--- config.mk ---
export PLATFORM = sky130hd
export DESIGN_NAME = data_packer_16
export DESIGN_NICKNAME = d
export VERILOG_FILES = /design/src/rtl/data_packer_16.sv
export SDC_FILE = /design/constraint.sdc
export NUM_CORES = 1
export LEC_CHECK = 0
export CAP_MARGIN = 20
export CORE_ASPECT_RATIO = 1.2
export CORE_MARGIN = 2
export CORE_UTILIZATION = 55
export CTS_CLUSTER_DIAMETER = 200
export DETAILED_ROUTE_END_ITERATION = 7
export HOLD_SLACK_MARGIN = 0.1
export PLACE_DENSITY = 0.88
export SYNTH_ARGS = -nofsm -noshare
export SYNTH_HDL_FRONTEND = slang
export SYNTH_SLANG_ARGS = --single-unit
--- constraint.sdc ---
create_clock -name clk_memory -period 12.05 [get_ports clk_memory]
set_clock_uncertainty 0.1 [all_clocks]
set_input_delay 2.41 -clock clk_memory [delete_from_list [all_inputs] [get_ports clk_memory]]
set_output_delay 2.41 -clock clk_memory [all_outputs]
set_load 0.03 [all_outputs]
--- src/rtl/data_packer_16.sv ---
// Pairs a level-held byte-write stream into little-endian 16-bit words with byte
// enables and queues them in a first-word-fall-through FIFO for a valid/ready memory port.
module data_packer_16 #(
  parameter int unsigned ADDRESS_SIZE  = 14,
  parameter int unsigned FIFO_DEPTH    = 4,
  parameter int unsigned FLUSH_TIMEOUT = 32
) (
  input  logic                    clk_memory,
  input  logic                    reset,
  input  logic                    write_en,
  input  logic [ADDRESS_SIZE:0]   write_addr,
  input  logic [7:0]              write_data,
  input  logic                    flush,
  output logic                    mem_valid,
  input  logic                    mem_ready,
  output logic [ADDRESS_SIZE-1:0] mem_addr,
  output logic [15:0]             mem_data,
  output logic [1:0]              mem_byte_en,
  output logic                    overflow,
  output logic                    busy
);

  localparam int unsigned PTR_W   = $clog2(FIFO_DEPTH) + 1;
  localparam int unsigned IDX_W   = PTR_W - 1;
  localparam int unsigned ENTRY_W = ADDRESS_SIZE + 18;
  localparam logic [7:0]  TIMEOUT = 8'(FLUSH_TIMEOUT);

  localparam logic [1:0] IDLE = 2'd0;
  localparam logic [1:0] HOLD = 2'd1;
  localparam logic [1:0] EMIT = 2'd2;

  logic [1:0]              state, state_nx;
  logic                    en_prev;
  logic [7:0]              pend_low, pend_low_nx;
  logic [ADDRESS_SIZE-1:0] pend_word, pend_word_nx;
  logic [7:0]              timer, timer_nx;
  logic [7:0]              carry_data, carry_data_nx;
  logic [ADDRESS_SIZE-1:0] carry_word, carry_word_nx;

  logic                    event_c;
  logic                    ev_odd;
  logic [ADDRESS_SIZE-1:0] ev_word;
  logic                    push;
  logic [ENTRY_W-1:0]      push_entry;

  logic [ENTRY_W-1:0]      fifo_mem [FIFO_DEPTH];
  logic [PTR_W-1:0]        wr_ptr, rd_ptr;
  logic                    empty, full, pop, wr_accept;
  logic [ENTRY_W-1:0]      head;

  assign event_c = write_en & ~en_prev;
  assign ev_odd  = write_addr[0];
  assign ev_word = write_addr[ADDRESS_SIZE:1];

  // Pairing state machine: decides what (if anything) is pushed this cycle.
  always_comb begin
    state_nx      = state;
    pend_low_nx   = pend_low;
    pend_word_nx  = pend_word;
    timer_nx      = timer;
    carry_data_nx = carry_data;
    carry_word_nx = carry_word;
    push          = 1'b0;
    push_entry    = '0;
    case (state)
      IDLE: begin
        if (event_c) begin
          if (!ev_odd) begin
            pend_low_nx  = write_data;
            pend_word_nx = ev_word;
            timer_nx     = TIMEOUT;
            state_nx     = HOLD;
          end else begin
            push       = 1'b1;
            push_entry = {ev_word, write_data, 8'h00, 2'b10};
          end
        end
      end
      HOLD: begin
        if (event_c) begin
          if (ev_odd && (ev_word == pend_word)) begin
            push       = 1'b1;
            push_entry = {pend_word, write_data, pend_low, 2'b11};
            state_nx   = IDLE;
          end else begin
            push       = 1'b1;
            push_entry = {pend_word, 8'h00, pend_low, 2'b01};
            if (!ev_odd) begin
              pend_low_nx  = write_data;
              pend_word_nx = ev_word;
              timer_nx     = TIMEOUT;
            end else begin
              carry_data_nx = write_data;
              carry_word_nx = ev_word;
              state_nx      = EMIT;
            end
          end
        end else if (flush || (timer == 8'd1)) begin
          push       = 1'b1;
          push_entry = {pend_word, 8'h00, pend_low, 2'b01};
          state_nx   = IDLE;
        end else begin
          timer_nx = timer - 8'd1;
        end
      end
      EMIT: begin
        push       = 1'b1;
        push_entry = {carry_word, carry_data, 8'h00, 2'b10};
        state_nx   = IDLE;
      end
      default: state_nx = IDLE;
    endcase
  end

  always_ff @(posedge clk_memory) begin
    if (reset) begin
      state      <= IDLE;
      en_prev    <= 1'b1;
      pend_low   <= '0;
      pend_word  <= '0;
      timer      <= '0;
      carry_data <= '0;
      carry_word <= '0;
    end else begin
      state      <= state_nx;
      en_prev    <= write_en;
      pend_low   <= pend_low_nx;
      pend_word  <= pend_word_nx;
      timer      <= timer_nx;
      carry_data <= carry_data_nx;
      carry_word <= carry_word_nx;
    end
  end

  assign empty     = (wr_ptr == rd_ptr);
  assign full      = (wr_ptr[PTR_W-1] != rd_ptr[PTR_W-1]) &&
                     (wr_ptr[IDX_W-1:0] == rd_ptr[IDX_W-1:0]);
  assign pop       = ~empty & mem_ready;
  // A pop in the same cycle frees the slot, so a push into a full FIFO still lands.
  assign wr_accept = push & (~full | pop);

  always_ff @(posedge clk_memory) begin
    if (reset) begin
      wr_ptr   <= '0;
      rd_ptr   <= '0;
      overflow <= 1'b0;
    end else begin
      if (wr_accept) wr_ptr <= wr_ptr + PTR_W'(1);
      if (pop)       rd_ptr <= rd_ptr + PTR_W'(1);
      if (push && full && !pop) overflow <= 1'b1;
    end
  end

  always_ff @(posedge clk_memory) begin
    if (wr_accept) fifo_mem[wr_ptr[IDX_W-1:0]] <= push_entry;
  end

  assign head        = fifo_mem[rd_ptr[IDX_W-1:0]];
  assign mem_valid   = ~empty;
  assign mem_addr    = empty ? '0 : head[ENTRY_W-1:18];
  assign mem_data    = empty ? '0 : head[17:2];
  assign mem_byte_en = empty ? '0 : head[1:0];
  assign busy        = (state != IDLE) | ~empty;

endmodule

Word level (Yosys, flattened, before mapping) --
Memories as Yosys holds them, arrays and structs flattened. A register that Yosys moved wholly into a read port is not among the register bits. Index checks and enable logic that the tools add are counted.
Storage, ports and cells: ROM bits 0, bits in writable memories 128, memories kept 1, word-level logic and storage cells 92, bits of input ports 28, output and inout port bits 35, bits in latches 0, bits in registers 62
Cells by class: shifts and indexed selects 0, reduce and logical (&&, ||, !) cells 13, multiply operators 0, div/mod/pow operators 0, $lt $le $gt $ge 0, add/subtract/negate cells 3, mux-type cells 41, bitwise operators 9, eq/ne operators 15
Memories:
- fifo_mem | depth 4, bits a word 32, rd ports 1, clocked after Yosys merged registers in 1, write ports 1, line 46 | logic [ENTRY_W-1:0] fifo_mem [FIFO_DEPTH];
Operators with widths (count):
- 2-to-1 mux 32 bit | 4
- case mux 32 bit (3 select lines) | 1
- 2-to-1 mux 8 bit | 9
- 2-to-1 mux 14 bit | 5
- case mux 8 bit (2 select lines) | 2
- case mux 14 bit (2 select lines) | 1
- 2-to-1 mux 18 bit | 1
- 2-to-1 mux 2 bit | 9
- 2-to-1 mux 16 bit | 1
- AND reduction 4 bit | 4
- == test 14 bit | 1
- inequality test 3 bit (second input constant) | 3
- == test 8 x 1 -> 1 bit (second input constant) | 1
- inequality test 2 bit (second input constant) | 4
- subtractor 8 x 1 -> 8 bit (second input constant) | 1
- adder 3 x 1 -> 3 bit (second input constant) | 2
- 2-to-1 mux 1 bit | 6
- logical AND 1 bit | 4
- inequality test 4 bit (second input constant) | 1
- inverter 1 bit | 4
- case mux 2 bit (2 select lines) | 1
- nonzero test 2 bit | 2
- bitwise AND 1 bit | 3
- == test 3 bit | 1
- 9 further kinds | 10

Longest topological paths before layout --
depth after elaboration 8, mapped depth 8, depth with buffers taken out 7

Least setup slack after synthesis --
No wires, ideal clock.
path kind input port to flip-flop, start point input port write_addr[0], end point register wr_ptr[2], cell stages on the path 6, path buffers 1, setup slack 6.503 ns, required time 11.827 ns, arrival 5.324 ns, cell sequence buf_2 > nand3b_1 > nor3_1 > nor2_1 > a21oi_1 > mux2_2
On the way: cells in the longest elaborated chain, start to end 4
RTL lines:
- from (decl) | line 11 | input logic [ADDRESS_SIZE:0] write_addr,
- 2-to-1 mux 1 bit | line 68 | if (!ev_odd) begin
- 2-to-1 mux 1 bit | line 67 | if (event_c) begin
- case mux 1 bit (3 select lines) | line 65 | case (state)
- bitwise AND 1 bit | line 140 | assign wr_accept = push & (~full | pop);
- to (signal assigned) | line 148 | if (wr_accept) wr_ptr <= wr_ptr + PTR_W'(1);
- to (decl) | line 47 | logic [PTR_W-1:0] wr_ptr, rd_ptr;
Every way passes these cells. A chain may end at the register's enable or synchronous reset.

==> results_dict.tcl <==
set metrics [dict create \
    status "finished, final reports clean" \
    ys_types 42 \
    totalWireLength_um 17600 \
    coreArea_um2 14400 \
    layout.nets 697 \
    clockBufferDepth 2 \
    die_w_um 114 \
    instances_no_fill 850 \
    crit_chain "buf_4, mux4_2, and2_1, clkdlybuf4s50_1" \
    max_slew.worst_pin.slew_ps 977 \
    cts_buffers 17 \
    final_max_slew_viol_count 0 \
    powerDensity_nw_per_um2 152 \
    dp_cells 816 \
    ctsRootBufferMaster "clkbuf_16" \
    cts.repair.resized 0 \
    worstPathMaxFanout 32 \
    rows 48 \
    peakVddDrop_v 0.0000765 \
    worstSetupPathType "flop to output port" \
    dr.pass1.iters 5 \
    p_leak_nw 3.03 \
    synthCells 608 \
    drt_iter0_markers 563 \
    min_period_ps 5210 \
    clk-insertion-delay-late_ps 430 \
    crit_end "mem_addr[1]" \
    path_buf_inv 2 \
    io_buffers 62 \
    cts_setup_buffers 0 \
    timing.final.setup_violations 0 \
    diodes 0 \
    maxSlewHeadroom_pct 34.8 \
    cts_tree "built" \
    synth_area_um2 8020 \
    path_clk_slew_ps 70 \
    htree_levels 4 \
    grt_setup_unrepaired "false" \
    vias 5320 \
    placed_area_um2 8810 \
    post-route-drc-count 0 \
    total_power_mw 1.43 \
    avgSynthCellArea_um2 13.2 \
    cap_violations 0 \
    reg2reg_depth 6 \
    r2r_end "fifo_mem[1][27]$_DFFE_PP_" \
    cp_data_required_time_ps 9540 \
    place_congestion 0.862 \
    antenna_found_initial 0 \
    hold_viol_final 0 \
    ff2ff_setup_slack_ps 9060 \
    grt_max_degree 66 \
    drive_above_1_share_pct 12.7 \
    holdCritPathClass "flop to flop" \
    max_stage_delay_ps 630 \
    layout_commonest_cell "edfxtp_1" \
    cp_num_cells 4 \
    initial_core_util_pct 55.9 \
    grt_pass1_vias 5353 \
    setup_tns_ps 0 \
    synth_fp_nets 643 \
    crit_path_end_kind "output port" \
    cp-start-kind "flop" \
    r2r_start "timer[3]$_SDFFE_PP0P_" \
    syn2layout_area_growth_pct 18.0 \
    synth_edf_count 128 \
    mostFrequentLayoutCells "128 x edfxtp_1, 62 x dfxtp_1, 61 x clkdlybuf4s50_1, 52 x nand2_1, 49 x a21oi_1" \
    yosysWarnings 0 \
    overflow 0 \
    ys_ff_latch 192 \
    dieArea_um2 15600 \
    yosysSeqAreaShare_pct 63.9 \
    cts.sinks 192 \
    dp_hpwl_um 10900 \
    ctsHoldBuffers 0 \
    crit_path_top_delay_cell "mux4_2" \
    wl_per_cell_um 20.7 \
    antenna_left 0 \
    max_freq_mhz 192 \
    cp.arrival_ps 2700 \
    synth-main-ff-cell "edfxtp_1" \
    grt_pass1_wl_um 27900 \
    ios 63 \
    finalCritPeriodShare_pct 43.2 \
    track_usage_pct 23.8 \
    vias_per_cell 6.26 \
    cp_top_family "buffers and inverters" \
    async_reset_ff_share_pct 0 \
    die_height_um 136 \
    final_cell_area_um2 9460 \
]
==> state kept, by name, indices dropped and copies added (netlist names), named ones only <==
register,flops
fifo_mem,128
carry_word,14
pend_word,14
carry_data,8
pend_low,8
timer,8
rd_ptr,3
wr_ptr,3
state,2
en_prev,1
overflow,1
==> synth_stat cells, drive strengths merged, types with 2 or more instances <==
cell type  instances  area, µm²
a211oi             2       27.5
a21oi             50        250
a222oi            12        120
a22o               8       70.1
a22oi              4       30.0
a31oi              2       12.5
and2              44        275
buf               13       57.6
clkbuf            26       97.6
dfxtp             64       1280
edfxtp           128       3840
ha                 7       87.6
inv               19       71.3
mux2               2       22.5
mux2i              2       20.0
mux4              32        721
nand2             52        195
nand2b             7       43.8
nand3             28        140
nand4              5       31.3
nor2              17       63.8
nor2b              3       18.8
nor3               6       30.0
nor4               3       18.8
o211ai             4       30.0
o21a               2       15.0
o21ai             30        150
o31ai              2       15.0
or2                2       12.5
or3                3       18.8
or4                2       15.0
xnor2             17        149
xor2               3       26.3
==> stage by stage <==
| stage | setup WS [ps] | utilization [%] | hold slack (ps) |
|---|---|---|---|
| after CTS | 6510 | 65.6 | 356 |
| after global routing | 6740 | 65.9 | 374 |
| after global placement | 6740 | 61.3 | 340 |
| after detailed placement | 6630 | 61.4 | 346 |
| after floorplan | 6500 | - | 332 |
| final | 6840 | 65.9 | 355 |
==> metal layers <==
layer	GRT usage, %	wire (µm)	up-vias	share of wire (%)
li1	-	-	2380	-
met1	29.7	6680	2618	38
met2	41.1	9200	278	52
met3	4.50	1280	44	7.3
met4	9.69	462	0	2.6
met5	0	0	-	0
==> layout make-up <==
type,count,area (µm²)
Fill cell,1000,4890
Tap cell,175,219
Inverter,19,71.3
Timing Repair Buffer,74,746
Multi-Input combinational cell,358,2690
Clock buffer,19,443
Clock inverter,13,163
Sequential cell,192,5130
==> kinds of logic (layout without fill, tap and decap cells) <==
| group | Yosys count | in the layout | share of synthesized area, % |
|---|---|---|---|
| mux | 36 | 36 | 9.51 |
| simple gates | 174 | 174 | 11.0 |
| buf+inv | 58 | 125 | 2.82 |
| compound gates | 121 | 121 | 9.51 |
| fa+ha+maj | 7 | 7 | 1.09 |
| flops | 192 | 192 | 63.9 |
| xor+xnor | 20 | 20 | 2.18 |
==> how the worst min path moves through the flow <==
stage | start | slack [ps] | cells past startpoint | to
after global placement | pend_low[6]$_SDFFE_PP0P_ | 340 | 2 | pend_low[6]$_SDFFE_PP0P_
after CTS | pend_low[6]$_SDFFE_PP0P_ | 360 | 2 | pend_low[6]$_SDFFE_PP0P_
after global routing | pend_low[6]$_SDFFE_PP0P_ | 370 | 2 | pend_low[6]$_SDFFE_PP0P_
final | pend_low[6]$_SDFFE_PP0P_ | 360 | 2 | pend_low[6]$_SDFFE_PP0P_
after detailed placement | pend_low[6]$_SDFFE_PP0P_ | 350 | 2 | pend_low[6]$_SDFFE_PP0P_
after floorplan | pend_low[0]$_SDFFE_PP0P_ | 330 | 2 | pend_low[0]$_SDFFE_PP0P_
==> worst reg2reg max path, stage by stage, from the launching register on <==
cell and delay [ps]:
dfxtp_1 440, nor2_1 90, a41oi_1 430, a21o_1 290, inv_1 460, a222oi_1 700
inv_1 190
==> power breakdown <==
group          total (mW)  switching (mW)  internal [mW]
clock               0.573           0.241          0.332
sequential          0.709         0.00522          0.704
combinational       0.153          0.0836         0.0691
total                1.43           0.329           1.11
No activity file was read; power rests on OpenSTA's default activity.
